==> src/rtl/booth_mult_core.sv <==
// rtl/booth_mult_core.sv - sequential radix-2 Booth signed multiplier, one step per clock
module booth_mult_core #(
  parameter int DW  = 16,
  parameter int DW2 = 2*DW,
  parameter int CW  = $clog2(DW+1)
) (
  input  logic           clk,
  input  logic           rst,
  input  logic           i_start,
  input  logic [DW-1:0]  i_multiplicand,
  input  logic [DW-1:0]  i_multiplier,
  output logic           o_busy,
  output logic           o_flag,
  output logic [DW2:0]   o_data
);

  typedef enum logic [1:0] {
    IDLE = 2'd0,
    RUN  = 2'd1,
    DONE = 2'd2
  } state_t;

  state_t state, state_next;

  // A and M carry a guard bit so A-M cannot overflow for M = -2^(DW-1)
  logic [DW:0]   a;
  logic [DW:0]   m;
  logic [DW:0]   a_sum;
  logic [DW-1:0] q;
  logic          q_1;
  logic [CW-1:0] count;

  always_ff @(posedge clk) begin
    if (rst) begin
      state <= IDLE;
    end else begin
      state <= state_next;
    end
  end

  always_comb begin
    state_next = state;
    case (state)
      IDLE:    if (i_start) state_next = RUN;
      RUN:     if (count == CW'(1)) state_next = DONE;
      DONE:    state_next = IDLE;
      default: state_next = IDLE;
    endcase
  end

  always_comb begin
    a_sum = a;
    case ({q[0], q_1})
      2'b01:   a_sum = a + m;
      2'b10:   a_sum = a - m;
      default: a_sum = a;
    endcase
  end

  always_ff @(posedge clk) begin
    if (rst) begin
      a     <= '0;
      m     <= '0;
      q     <= '0;
      q_1   <= 1'b0;
      count <= '0;
    end else begin
      case (state)
        IDLE: begin
          if (i_start) begin
            a     <= '0;
            m     <= {i_multiplicand[DW-1], i_multiplicand};
            q     <= i_multiplier;
            q_1   <= 1'b0;
            count <= CW'(DW);
          end
        end
        RUN: begin
          // arithmetic shift right of {A,Q,q_1} after the add/subtract
          a     <= {a_sum[DW], a_sum[DW:1]};
          q     <= {a_sum[0], q[DW-1:1]};
          q_1   <= q[0];
          count <= count - CW'(1);
        end
        default: begin
        end
      endcase
    end
  end

  assign o_busy = (state != IDLE);
  assign o_flag = (state == DONE);
  assign o_data = {a[DW-1:0], q, q_1};

endmodule

==> config.mk <==
export PLATFORM = sky130hd
export DESIGN_NAME = booth_mult_core
export DESIGN_NICKNAME = d
export VERILOG_FILES = /design/src/rtl/booth_mult_core.sv
export SDC_FILE = /design/constraint.sdc
export NUM_CORES = 1
export LEC_CHECK = 0
export BUFFER_PORTS_ARGS = -buffer_cell sky130_fd_sc_hd__buf_2
export CORE_UTILIZATION = 55
export CTS_CLUSTER_SIZE = 25
export DETAILED_ROUTE_END_ITERATION = 8
export PLACE_DENSITY = 0.78
export SYNTH_ARGS = -nofsm -noshare
export SYNTH_HDL_FRONTEND = slang
export SYNTH_SLANG_ARGS = --single-unit
==> constraint.sdc <==
create_clock -name clk -period 5 [get_ports clk]
set_clock_uncertainty 0.1 [all_clocks]
set_input_delay 0.5 -clock clk [delete_from_list [all_inputs] [get_ports clk]]
set_output_delay 0.5 -clock clk [all_outputs]
set_load 0.005 [all_outputs]
Yosys cells after proc, flatten, opt, wreduce, memory -nomap -nowiden. Index checks and enable logic that the tools add are counted.

Register bits after elaboration: 57. Bits in latches: 0. RAM bits: 0. Memory bits (read-only): 0. Input bits: 35. Word-level logic and storage cells: 34. Memories kept: 0.

$add $sub $neg: 3. $mul: 0. Div/mod/pow operators: 0. $lt $le $gt $ge: 0. Eq/ne operators: 7. Shift-type cells: 0. Mux-type cells: 12. Bitwise logic cells: 0. Reduce and logical (&&, ||, !) cells: 6.

Operators by type and width (number): 17-bit case mux with 2 select lines (2); 16-bit case mux with 2 select lines (1); 17-bit adder (1); 17-bit 2-to-1 mux (1); 17-bit subtractor (1); 16-bit 2-to-1 mux (1); 5-bit case mux with 2 select lines (1); 2-bit AND reduction (3); 5-bit by 1-bit == test with 1-bit output, second input constant (1); 5-bit 2-to-1 mux (1); 5-bit by 1-bit subtractor with 5-bit output, second input constant (1); 2-bit by 1-bit == test with 1-bit output, second input constant (2); 2-bit == test, second input constant (2); 2-bit 2-to-1 mux (2); 2-bit inequality test, second input constant (2); 2-bit case mux with 2 select lines (1); 2-bit nonzero test (2); 2-bit zero test (1); 1-bit case mux with 2 select lines (1); 1-bit 2-to-1 mux (1).

Depth between registers and ports, before layout.
Depth after elaboration: 3. Depth in mapped cells: 13. Depth with buffers taken out: 13.

Worst setup path before layout. No wires, ideal clock.

Path kind: reg-to-reg. From: register m[2]. To: register a[14]. Setup time: 134 ps. Data arrival time: 2819 ps. Slack: 1947 ps. Stages on the path, launching flop included: 13. Buffers on the path: 0. Period minus slack after synthesis: 3053 ps. Cells stage by stage: dfxtp_1 -> nor4_4 -> nor4b_4 -> and2_1 -> nor2_1 -> xnor2_1 -> ha_1 -> and3_1 -> and2_4 -> a221o_1 -> a211o_1 -> xnor2_1 -> o22ai_1.

Cells in the longest elaborated chain, start to end: 3. Elaborated cells between the ends (all ways): 4. Those cells by class: 2 x add/sub; 2 x mux.

Ends and longest elaborated chain: start, declared (line 27) `logic [DW:0] m;`; start signal, assigned (line 72) `m <= {i_multiplicand[DW-1], i_multiplicand};`; 17-bit subtractor or 17-bit adder (tied branches) (line 55, 54); 17-bit case mux with 2 select lines (*) (line 53) `case ({q[0], q_1})`; 17-bit case mux with 2 select lines (*) (line 68) `case (state)`; end signal, assigned (line 80) `a <= {a_sum[DW], a_sum[DW:1]};`; end, declared (line 26) `logic [DW:0] a;`.

Mark *: on every way between the ends. The rest lies on a longest branch, timed or not. A chain may end at the register's enable or synchronous reset.

Final worst setup path. Ends and elaborated chain as after synthesis.

==> summary.md <==
| Metric | Value |
|---|---|
| CTS Hold Bufs | `0` |
| Violated checks | `design-rule violations` |
| Largest net degree at the start of global routing | `between 60 and 70` |
| Worst Path Class, Setup | `reg2reg` |
| FF+latch count, synth | `56` |
| # port buffers | `between 60 and 70` |
| Avg Cell Area, Syn | `between 7 and 8 µm²` |
| Core Footprint | `about 0.0064 mm²` |
| Post-synthesis cell type count | `between 60 and 70` |
| TritonCTS Buffers | `5` |
| Residual DRC | `12` |
| Clk buf depth | `2` |
| Area of the multi-input gates | `between 0.002 and 0.0025 mm²` |
| Placed cell area | `about 0.0040 mm²` |
| First-pass GRT wire length | `around 15,000 µm` |
| Commonest non-fill, non-tap cell in the layout | `buf_2` |
| Post-CTS setup buffers | `0` |
| Reg area | `between 0.001 and 0.0015 mm²` |
| Post-Route WL | `just under 9000 µm` |
| Setup TNS | `0 ns` |
| Primary FF master, synth | `dfxtp_1` |
| Diodes inserted | `0` |
| Area Growth Syn to Fin | `11.1%` |
| Ports | `70` |
| GRT Total Usage | `0.257` |
| Die W | `~84 µm` |
| Syn nets | `approximately 530` |
| Final setup fails | `0` |
| CP Launch Type | `register` |
| RSZ-0062 raised after global routing | `false` |
| Crit share post-route | `0.683` |
| DRT Pass-1 Iters | `7` |
| Initial DRC count | `around 210` |
| Max-cap viol count | `0` |
| Post-DP HPWL | `6380 µm` |
| Max Slew Vio Count | `0` |
| Power Dens Cells | `between 300 and 400 mW/mm²` |
| DR vias/cell | `around 5.9` |
| Status | `finished with violations` |
| TritonCTS clock tree | `yes` |
| CTS sink count | `56` |
| Post-route design area | `about 0.0041 mm²` |
| Routed len/inst | `between 10 and 15 µm` |
| Die Y | `84.0 µm` |
| Clock-pin slew on the worst setup and hold paths | `0.10 ns` |
| GR Overflow Total | `0` |
| CP Data Required Time | `5.06 ns` |
| Initial antenna violation count | `0` |
| Nets | `between 500 and 600` |
| Synthesized netlist cell count | `between 400 and 500` |
| Crit path arrival time | `3.48 ns` |
| Slew headroom | `0.288` |
| Max IR drop VDD | `between 0.00015 and 0.0002 V` |
| Clock latency on the worst-skew pair | `0.32 ns` |
| Fraction of layout cells with a size suffix above 1 | `0.185` |
| Critical Path Sink Type | `register` |
| Post-synth EDFFs | `0` |
| Vias in the first global route | `about 3.2k` |
| Post-Syn Area | `0.00370 mm²` |
| Min cycle time layout | `approximately 3.4 ns` |
| Largest fanout on the critical path | `7` |
| Die footprint | `just over 0.007 mm²` |
| Yosys warnings | `0` |
| Cts repair resizes | `0` |
| Initial core utilization | `0.575` |
| Post-synthesis async set-or-reset flop share | `0` |
| Vias | `about 3.5k` |
| Worst Hold Class | `in2reg` |
| Fillers | `574` |
| Register area share after synthesis | `0.303` |
| Root buf cell | `clkbuf_8` |
| Worst Tran Pin Value | `roughly 1.1 ns` |
| Final hold viol count | `0` |
| Site Rows | `29` |
| Most frequent cells in the layout | `69 x buf_2, 65 x nor2_1, 61 x a21oi_1` |
| Clock H-tree levels | `2` |
| Leakage | `~1.7 nW` |
| GP Congestion | `approximately 0.91` |
| Post-route ant nets | `0` |
| Fmax | `293 MHz` |
[synth_stat cells (6+ instances only)]
master / n / area, µm²
nor3_1: 14 / 70.1
buf_2: 6 / 30.0
o221a_2: 8 / 90.1
xnor2_1: 18 / 158
clkbuf_1: 20 / 75.1
a2111oi_0: 7 / 61.3
nand2_1: 48 / 180
nor2b_1: 16 / 100
nor2_1: 65 / 244
inv_1: 21 / 78.8
nand3_1: 7 / 35.0
dfxtp_1: 56 / 1120
a21oi_1: 61 / 305
a22oi_1: 13 / 97.6
ha_1: 20 / 250
o21ai_0: 7 / 35.0
o21a_1: 6 / 45.0
[report_power, final]
part           switching [mW]  internal (mW)  total [mW]
Combinational           0.264          0.198       0.462
Sequential             0.0443          0.482       0.526
Clock                   0.148          0.111       0.259
[path summary, 6_finish.rpt]
check	cells past startpoint	to	slack, ns	startpoint
worst max-delay path	12	a[14]$_SDFFE_PP0P_	1.59	m[2]$_SDFFE_PP0P_
worst min-delay path	3	m[5]$_SDFFE_PP0P_	0.31	i_multiplicand[5]
worst max register to register	12	a[14]$_SDFFE_PP0P_	1.59	m[2]$_SDFFE_PP0P_
worst min register to register	1	count[4]$_SDFFE_PP0P_	0.38	count[4]$_SDFFE_PP0P_
[stage by stage]
stage               std cells  hold WS (ns)  setup WS [ns]  utilization  total power [mW]
floorplan                 477         0.335           1.95            -             0.880
global placement          595         0.350           1.74        0.625             0.979
detailed placement        595         0.363           1.65        0.625             0.990
CTS                       602         0.301           1.63        0.639              1.25
global route              602         0.300           1.42        0.639              1.32
finish                    602         0.307           1.59        0.639              1.25
[critical path, stage by stage, from the launching register on]
cell,delay (ns)
dfxtp_1,0.40
nor4_4,0.42
nor4b_4,0.32
and2_1,0.21
nor2_1,0.06
xnor2_1,0.17
ha_1,0.38
and3_1,0.25
and2_4,0.17
a221o_1,0.31
a211o_1,0.24
xnor2_1,0.14
o22ai_1,0.09
[final cells by class]
cell class | instances | area share
inverter | 21 | 0.0192
clock inverter | 1 | 0.00213
sequential | 56 | 0.273
clock buffer | 6 | 0.0201
tap | 77 | 0.0235
timing repair buffer | 71 | 0.0878
multi-input combinational | 370 | 0.574
[state kept, by name (all words and copies together) (netlist names)]
signal / count
a: 16
state: 2
q: 16
count: 5
q_1: 1
m: 16
[cell families after synthesis]
family                   after synthesis  synth area share
AO/OA/AOI/OAI                        146             0.274
XOR/XNOR                              21            0.0498
adder cells (fa/ha/maj)               21            0.0731
buffers and inverters                 51            0.0589
flip-flops                            56             0.303
multiplexers                           2           0.00575
AND/OR/NAND/NOR                      180             0.236
[layer usage]
layer	up-vias	wire (µm)	GRT usage
li1	1812	-	-
met1	1591	4160	0.336
met2	117	4150	0.432
met3	13	473	0.0406
met4	0	138	0.0815
met5	-	0	0
Note: power is estimated with default switching activity, not from simulation.
